$ cat config.mk
export PLATFORM = sky130hd
export DESIGN_NAME = fetch_ctrl
export DESIGN_NICKNAME = d
export VERILOG_FILES = /design/src/rtl/fetch_ctrl.sv
export SDC_FILE = /design/constraint.sdc
export NUM_CORES = 1
export LEC_CHECK = 0
export BUFFER_PORTS_ARGS = -buffer_cell sky130_fd_sc_hd__buf_2
export CAP_MARGIN = 20
export CORE_ASPECT_RATIO = 1.5
export CORE_MARGIN = 4
export CORE_UTILIZATION = 50
export DETAILED_ROUTE_END_ITERATION = 10
export HOLD_SLACK_MARGIN = 0.12
export PLACE_DENSITY = 0.72
export SYNTH_ARGS = -nofsm -noshare
export SYNTH_HDL_FRONTEND = slang
export SYNTH_SLANG_ARGS = --single-unit
$ cat constraint.sdc
create_clock -name clk -period 5.6 [get_ports clk]
set_clock_uncertainty 0.1 [all_clocks]
set_input_delay 0.84 -clock clk [delete_from_list [all_inputs] [get_ports clk]]
set_output_delay 0.84 -clock clk [all_outputs]
set_load 0.01 [all_outputs]
$ cat src/rtl/fetch_ctrl.sv
// Dual-issue instruction fetch front end: pulls up to two instructions per cycle
// from a two-port instruction memory into a circular queue drained by decode.
module fetch_ctrl #(
  parameter int unsigned   DEPTH  = 4,
  parameter int unsigned   AW     = 5,
  parameter logic [AW-1:0] PC_RST = '0
) (
  input  logic          clk,
  input  logic          reset,
  output logic [AW-1:0] dir,
  output logic [AW-1:0] dir2,
  input  logic [31:0]   ins,
  input  logic [31:0]   ins2,
  input  logic          redirect,
  input  logic [AW-1:0] redirect_pc,
  input  logic [1:0]    deq,
  output logic [31:0]   out_ins0,
  output logic [31:0]   out_ins1,
  output logic [AW-1:0] out_pc0,
  output logic [AW-1:0] out_pc1,
  output logic [2:0]    avail
);

  localparam int unsigned PW = (DEPTH > 2) ? $clog2(DEPTH) : 1;
  localparam int unsigned CW = $clog2(DEPTH + 1);

  logic [AW-1:0] pc;
  logic [CW-1:0] count;
  logic [PW-1:0] head, tail;
  logic [31:0]   q_ins [DEPTH];
  logic [AW-1:0] q_pc  [DEPTH];

  logic [CW-1:0] space, count_nxt;
  logic [1:0]    enq, pop, deq_eff;
  logic [PW-1:0] head1, tail1;

  // Pointer arithmetic modulo DEPTH, which need not be a power of two.
  function automatic logic [PW-1:0] ptr_add(input logic [PW-1:0] p, input logic [1:0] n);
    int unsigned s;
    s = 32'(p) + 32'(n);
    if (s >= DEPTH) s = s - DEPTH;
    return PW'(s);
  endfunction

  assign dir  = pc;
  assign dir2 = pc + AW'(1);

  always_comb begin
    space     = CW'(DEPTH) - count;
    enq       = (space >= CW'(2)) ? 2'd2 : space[1:0];
    deq_eff   = (deq == 2'd3) ? 2'd2 : deq;
    pop       = (CW'(deq_eff) > count) ? count[1:0] : deq_eff;
    count_nxt = count + CW'(enq) - CW'(pop);
    head1     = ptr_add(head, 2'd1);
    tail1     = ptr_add(tail, 2'd1);
  end

  always_ff @(posedge clk) begin
    if (reset) begin
      pc    <= PC_RST;
      count <= '0;
      head  <= '0;
      tail  <= '0;
      for (int unsigned i = 0; i < DEPTH; i++) begin
        q_ins[i] <= '0;
        q_pc[i]  <= '0;
      end
    end else if (redirect) begin
      pc    <= redirect_pc;
      count <= '0;
      head  <= '0;
      tail  <= '0;
    end else begin
      pc    <= pc + AW'(enq);
      count <= count_nxt;
      head  <= ptr_add(head, pop);
      tail  <= ptr_add(tail, enq);
      if (enq != 2'd0) begin
        q_ins[tail] <= ins;
        q_pc[tail]  <= dir;
      end
      if (enq == 2'd2) begin
        q_ins[tail1] <= ins2;
        q_pc[tail1]  <= dir2;
      end
    end
  end

  always_comb begin
    out_ins0 = '0;
    out_pc0  = '0;
    out_ins1 = '0;
    out_pc1  = '0;
    if (count >= CW'(1)) begin
      out_ins0 = q_ins[head];
      out_pc0  = q_pc[head];
    end
    if (count >= CW'(2)) begin
      out_ins1 = q_ins[head1];
      out_pc1  = q_pc[head1];
    end
    avail = 3'(count);
  end

endmodule

After elaboration in Yosys (flattened, before gate mapping)
Memories as Yosys holds them, arrays and structs flattened. A register that Yosys moved wholly into a read port is not among the register bits.
Cells that the tools add are included.
{"block": "classes", "n_addsub": 13, "magnitude_cmp": 8, "n_eq_ne": 2, "muxes": 36, "reduce_logical": 6}
{"op": "two-way mux 32 bit", "count": 4}
{"op": "OR reduction 32 bit", "count": 2}
{"op": "two-way mux 2 bit", "count": 13}
{"op": "two-way mux 5 bit", "count": 5}
{"op": "two-way mux 1 bit", "count": 14}
{"op": "greater-or-equal comparator 3 bit, second input constant", "count": 4}
{"op": "OR reduction 5 bit", "count": 2}
{"op": "subtractor 2 x 1 -> 2 bit, second input constant", "count": 4}
{"op": "adder 2 x 1 -> 3 bit, second input constant", "count": 2}
{"op": "adder 2 x 2 -> 3 bit", "count": 2}
{"op": "greater-or-equal comparator 3 x 2 -> 1 bit, second input constant", "count": 2}
{"op": "adder 5 x 1 -> 5 bit, second input constant", "count": 1}
{"op": "adder 5 x 2 -> 5 bit", "count": 1}
{"op": "equality test 2 bit, second input constant", "count": 2}
{"op": "adder 3 x 2 -> 3 bit", "count": 1}
{"op": "greater-or-equal comparator 3 x 1 -> 1 bit, second input constant", "count": 1}
{"op": "greater-than comparator 2 x 3 -> 1 bit", "count": 1}
{"op": "subtractor 3 x 2 -> 3 bit", "count": 1}
{"op": "subtractor 3 bit, first input constant", "count": 1}
{"op": "nonzero test 2 bit", "count": 1}
{"op": "OR reduction 2 bit", "count": 1}
{"block": "totals", "reg_bits": 12, "ramBits": 148, "inputBits": 74, "out_inout_bits": 87, "word_cells": 71, "mem_count": 2}
{"name": "q_ins", "depth": 4, "width": 32, "rd": 2, "rd_ports_with_merged_regs": 1, "write_ports": 4, "line_no": "30", "rtl": "logic [31:0] q_ins [DEPTH];"}
{"name": "q_pc", "depth": 4, "width": 5, "rd": 2, "rd_ports_with_merged_regs": 1, "write_ports": 4, "line_no": "31", "rtl": "logic [AW-1:0] q_pc [DEPTH];"}

Depth between registers and ports, before layout
Gate-level depths: netlist (run 1).
{"block": "depth", "word_depth": 10, "depth_mapped": 14, "depth_no_buf": 13}

Worst setup path after synthesis (run 1)
OpenSTA, ideal clock, no wires.
{"block": "synth_timing", "path_type": "reg2reg", "start": "register count[0] (netlist: avail[0])", "end": "memory q_ins[0][0] (enable)", "arrival_ns": 4.349, "t_required_ns": 5.013, "slack_ns": 0.664, "stages_incl_launch_ff": 7, "n_path_buf": 1, "synth_period_minus_slack_ns": 4.936, "cell_sequence": "dfxtp_1 -> inv_1 -> ha_1 -> xnor2_4 -> and2_4 -> buf_6 -> o31ai_1"}
{"element": "start, declared", "line_no": "28", "rtl": "logic [CW-1:0] count;"}
{"element": "start signal, assigned", "line_no": "75", "rtl": "count <= count_nxt;"}
{"element": "end, declared", "line_no": "30"}

Worst setup path in the final report (run 1)
{"block": "layout_timing", "start": "register count[0] (netlist: avail[0])", "end": "register pc[4] (netlist: dir[4])"}
{"block": "layout_between", "elab_chain_len": 5}
{"element": "subtractor 3 bit *", "line_no": "49", "rtl": "space = CW'(DEPTH) - count;"}
{"element": "greater-or-equal comparator 3 x 2 -> 1 bit", "line_no": "50", "rtl": "enq = (space >= CW'(2)) ? 2'd2 : space[1:0];"}
{"element": "two-way mux 2 bit *", "line_no": "50"}
{"element": "adder 5 x 2 -> 5 bit *", "line_no": "74", "rtl": "pc <= pc + AW'(enq);"}
{"element": "two-way mux 5 bit *", "line_no": "68", "rtl": "end else if (redirect) begin"}
{"element": "end signal, assigned", "line_no": "69", "rtl": "pc <= redirect_pc;"}
{"element": "end signal, assigned", "line_no": "74"}
{"element": "end, declared", "line_no": "27", "rtl": "logic [AW-1:0] pc;"}
Every way passes the cells marked *; elsewhere a longest branch is shown, timed or not.
A chain may end at the register's enable or synchronous reset.

==> results.toml, run 1 <==
[status]
outcome = "completed"

[timing]
finalCriticalPeriod_ns = 3.79
worst_slew_pin_slew_ns = 1.09
slew_viol_final = 0
fmax_mhz = 264
hold_viol = 0
rsz0062_at_grt = "false"
timing.slew.headroom = 0.270
report.final.setup_viol = 0
min_period_over_period = 0.676
fin_setup_tns_ns = 0

[logic_synthesis]
synth_cell_types = 48
synth_area_leaders = "edfxtp_1, mux4_2, a22o_1"
mappedNetlistArea_um2 = 9430
yosysWarnings = 0
synthFlopType = "edfxtp_1"
synth-edff-count = 148
syn_avg_cell_area_um2 = 14.0
yosysSeqAreaShare = 0.497
synth_top_cell_by_area = "edfxtp_1"
synthArstFlopShare = 0
syn-num-nets = 765
syn_inst = 675
synth.top_cell.area_share = 0.471
synth-seq-cells = 160

[setup_path]
arrival_ns = 4.05
path_buf_inv = 3
crit_family = "simple AND/OR/NAND/NOR gates"
path_common_cell = "inv_1"
cp.required_ns = 5.86
worst_setup_path_start_kind = "flip-flop"
critPathSlowestCell = "dfxtp_1"
path_cells = "inv_1 -> ha_1 -> nor2_1 -> and2_4 -> nand2_1 -> inv_1 -> ha_1 -> inv_1 -> fa_1 -> nand3b_1 -> xnor2_1 -> nand2_1 -> a21oi_1"
crit_path_max_fanout = 11
crit_path_end_kind = "flip-flop"
critPathKind = "reg -> reg"
cpPeakStageDelay_ns = 0.56

[clock_network]
path_clk_slew_ns = 0.07
clk_latency_ns = 0.42
htree_levels = 4
cts.root.buffer_cell = "clkbuf_16"
post_cts_resize_count = 0
numClockSinks = 160
cts_tree = "built"
cts_buffer_depth = 2
post_cts.repair.setup_buffers = 0
cts_buffers = 17
hold_buffers = 0

[global_routing]
overflow = 0
grt_pass1_vias = 7411
grt_usage = 0.251
grt_max_degree = 76
grt_pass1_wl_mm = 40.6
antenna_found_initial = 1

[routing]
dr.first_iter.drc_count = 602
vias = 7000
post_drt_via_cell_ratio = 6.49
drc = 0
wl_per_cell_um = 24.5
wl_mm = 26.4
first_pass_iters = 5
ant_nets = 0

[pwr]
vdd_ir_drop_max_v = 0.000204
p_leak_nw = 4.22
powerDensity_nw_per_um2 = 427

[floorplanning]
ios = 161
core_um2 = 18500
die-area_um2 = 21200
die_w_um = 120
initial_core_util = 0.509
die-height_um = 176
rows = 61

[placed_design]
io_buffers = 160
placed_cells = 1046
hpwl_mm = 16.6
routabilityCongestion = 0.855

[cells_and_area]
final_common_cell = "buf_2"
mostFrequentLayoutCells = "buf_2, edfxtp_1, a22o_1, nor2b_1, mux4_2"
drive_above_1_share = 0.396
syn_to_final_growth_pct = 17.3
final_cells = 1079
fin_nets = 903

[hold_path]
hold_path_class = "in -> reg"

[job]
cap_viol_max_count = 0
-- metrics by stage --
stage          setup WS (ns)   util  instance area [um^2]  total power [W]  hold WS, ns
6_report                1.81  0.597                 11100          0.00473        0.561
3_3_place_gp            1.96  0.566                 10500          0.00355        0.533
4_1_cts                 1.81  0.596                 11100          0.00473        0.551
2_1_floorplan          0.664      -                  9430          0.00299        0.466
3_5_place_dp            1.84  0.566                 10500          0.00362        0.571
5_1_grt                 1.54  0.597                 11100          0.00495        0.562
-- logic make-up (layout without fill, tap and decap cells) --
logic type	Yosys count	count (layout)	synth area share
AO/OA/AOI/OAI	177	177	0.158
AND/OR/NAND/NOR	161	161	0.0915
flip-flops	160	160	0.497
multiplexers	80	80	0.183
buffers and inverters	70	221	0.0346
adder cells (fa/ha/maj)	16	16	0.0236
XOR/XNOR	11	11	0.0122
other	0	1	0
-- path summary, 6_finish.rpt --
path | cells after the start | slack (ns) | start | endpoint
setup / recovery | 13 | 1.81 | avail[0] | dir[4]
hold / removal | 3 | 0.56 | redirect_pc[1] | dir[1]
setup reg to reg | 13 | 1.81 | avail[0] | dir[4]
hold reg to reg | 2 | 0.58 | avail[1] | head[1]
-- cell type report --
type	instances	area, um^2
clock inverters	15	145
clock buffers	17	425
flip-flops and latches	160	4690
well taps	252	315
repair buffers	179	943
fillers	1447	7480
diodes	1	2.50
inverters	10	37.5
multi-input cells	445	4500
-- synthesized netlist by cell type, types with 5 or more instances --
master / count
a22oi_1: 37
xnor2_1: 9
mux4_2: 74
a22o_1: 84
nand2b_1: 5
a21oi_1: 13
nor2b_1: 77
edfxtp_1: 148
a22o_2: 19
buf_2: 26
ha_1: 13
nand2_1: 13
clkbuf_1: 24
buf_1: 5
inv_1: 10
nor2_1: 47
dfxtp_1: 12
-- power breakdown --
group | switching, W | internal (W) | total, W
combinational | 0.000948 | 0.000800 | 0.00175
clock | 0.000528 | 0.000593 | 0.00112
sequential | 0.000212 | 0.00165 | 0.00186
total | 0.00169 | 0.00304 | 0.00473
-- worst min-delay path: cells and delay by family --
kind	cells	cell delay, ns
buffers and inverters	1	0.08
and+or+nand+nor	1	0.07
AOI/OAI and AO/OA	1	0.06
-- state kept, by name (all words and copies together) (netlist names) --
name   cells
avail      3
dir        5
head       2
q_ins    128
q_pc      20
tail       2
-- layer usage --
metal	vias up	GRT usage	wire [um]
met5	-	0	0
met4	0	0.114	693
met3	45	0.0439	2160
met2	434	0.444	14000
met1	3528	0.300	9550
li1	2993	-	-
Note: power is estimated with default switching activity, not from simulation.
==> inputs of run 2 (changes only) <==
==> constraint.sdc (replaced) <==
create_clock -name clk -period 3.7 [get_ports clk]
set_clock_uncertainty 0.1 [all_clocks]
set_input_delay 0.555 -clock clk [delete_from_list [all_inputs] [get_ports clk]]
set_output_delay 0.555 -clock clk [all_outputs]
set_load 0.01 [all_outputs]
==> run 2 against run 1 <==
Effect of this change:
- total power is 54% higher
- sequential share of layout area is 0.53 points lower
- core utilization is 0.76 points higher
- maximum frequency is 11% higher
- setup slack worse by 1.5 ns
- sequential power is 51% higher
- critical path type unchanged
- highest routed layer is now met5
==> results.toml, run 2 (same netlist as run 1, synthesis figures left out) <==
[routing]
top_layer_used = "met5"
post_drt_via_cell_ratio = 6.45
met1Wirelength_mm = 9.41
met3_length_mm = 2.18
first_pass_iters = 7
vias = 7020
wl_mm = 26.5
drc = 0
met2_length_mm = 14.2
dr.first_iter.drc_count = 563
ant_nets = 0
wl_per_cell_um = 24.3

[setup_path]
path_buf_inv = 1
crit_path_end_kind = "flip-flop"
critPathSlowestCell = "dfxtp_1"
worst_setup_path_start_kind = "flip-flop"
arrival_ns = 3.60
r2r_cells = 11
timing.rr.start = "avail[1]"
crit_path_max_fanout = 9
critPathKind = "reg -> reg"
cpPeakStageDelay_ns = 0.56
path_cells = "inv_1 -> ha_1 -> nor2b_1 -> o21ai_1 -> nor2_1 -> a21oi_1 -> fa_1 -> fa_1 -> xnor2_1 -> xnor2_1 -> nor2_1"
rr_endpoint = "avail[2]"
cp.required_ns = 3.89
crit_family = "adder cells"
ff2ff_setup_slack_ns = 0.28

[timing]
finalCriticalPeriod_ns = 3.42
worst_slew_pin_slew_ns = 0.823
report.final.setup_viol = 0
rsz0062_at_grt = "false"
hold_viol = 0
fmax_mhz = 293
fin_setup_tns_ns = 0
timing.slew.headroom = 0.451
hold_ws_ns = 0.276
min_period_over_period = 0.924
slew_viol_final = 0

[placed_design]
io_buffers = 160
placed_cells = 1054
hpwl_mm = 17.0
routabilityCongestion = 0.868

[clock_network]
htree_levels = 4
hold_buffers = 0
post_cts_resize_count = 0
cts_buffers = 17
numClockSinks = 160
cts_tree = "built"
cts.root.buffer_cell = "clkbuf_16"
clk_latency_ns = 0.42
post_cts.repair.setup_buffers = 0
cts_buffer_depth = 2
path_clk_slew_ns = 0.07

[floorplanning]
rows = 61
initial_core_util = 0.509
ios = 161
core_um2 = 18500
die-height_um = 176
die-area_um2 = 21200
die_w_um = 120

[cells_and_area]
mostFrequentLayoutCells = "buf_2, edfxtp_1, a22o_1, nor2b_1, mux4_2"
fin_nets = 911
fillers = 1446
final_common_cell = "buf_2"
top_register = "q_ins"
syn_to_final_growth_pct = 18.8
final_util = 0.604
final_cells = 1089
largest_reg_flops = 128
drive_above_1_share = 0.400

[pwr]
vdd_ir_drop_max_v = 0.000303
p_leak_nw = 4.28
powerDensity_nw_per_um2 = 649
finalPower_w = 0.00727

[global_routing]
overflow = 0
grt_max_degree = 50
antenna_found_initial = 5
grt_usage = 0.254
grt_pass1_wl_mm = 41.5
grt_pass1_vias = 7592

[hold_path]
whs_path_depth = 3
min_from = "redirect_pc[0]"
min_to = "dir[0]"
hold_path_class = "in -> reg"

[job]
cap_viol_max_count = 0

[status]
outcome = "completed"
==> run 2: cell count changes in the layout (fill, tap and decap cells not counted), moves of 2 or more <==
cell | previous run | this run
buf_12 | 0 | 4
buf_4 | 19 | 23
inv_8 | 5 | 2
bufinv_16 | 0 | 2
diode_2 | 1 | 3
==> run 2: power by group <==
part / internal, W / leakage, nW / switching (W)
Clock: 0.00102 / 0.283 / 0.000770
Combinational: 0.00125 / 2.33 / 0.00144
Sequential: 0.00249 / 1.67 / 0.000303
==> run 2: area by class of cell <==
cell class                      count  area [um^2]  share of cell area
Timing Repair Buffer              187         1050              0.0940
Multi-Input combinational cell    445         4500               0.402
Clock inverter                     15          170              0.0152
Tap cell                          252          315              0.0281
Inverter                           10         37.5             0.00335
Sequential cell                   160         4690               0.419
Antenna cell                        3         7.51            0.000670
Clock buffer                       17          425              0.0380
==> run 2: layer usage <==
metal,GRT usage,vias up
met5,0,-
met4,0.109,4
met3,0.0423,63
met2,0.454,442
met1,0.301,3511
li1,-,3000
==> run 2: worst max path at each step <==
stage,depth (start not counted),endpoint,slack (ns),start
floorplan,6,q_ins[0][0],-0.08,avail[0]
finish,11,avail[2],0.28,avail[1]
global placement,10,avail[2],0.44,avail[1]
detailed placement,11,avail[2],0.31,avail[1]
global route,13,dir[4],0.06,avail[1]
CTS,11,avail[2],0.29,avail[1]
==> run 2: through the flow <==
step                      setup slack [ns]  cell area, um^2
after CTS                            0.292            11200
after detailed placement             0.310            10600
after global placement               0.443            10600
final                                0.282            11200
after global routing                0.0619            11200
after floorplan                    -0.0790             9440
==> run 2: worst reg2reg max path, stage by stage (launching register included) <==
cell,delay (ns)
dfxtp_1,0.56
inv_1,0.17
ha_1,0.33
nor2b_1,0.14
o21ai_1,0.41
nor2_1,0.08
a21oi_1,0.19
fa_1,0.48
fa_1,0.45
xnor2_1,0.19
xnor2_1,0.14
nor2_1,0.06
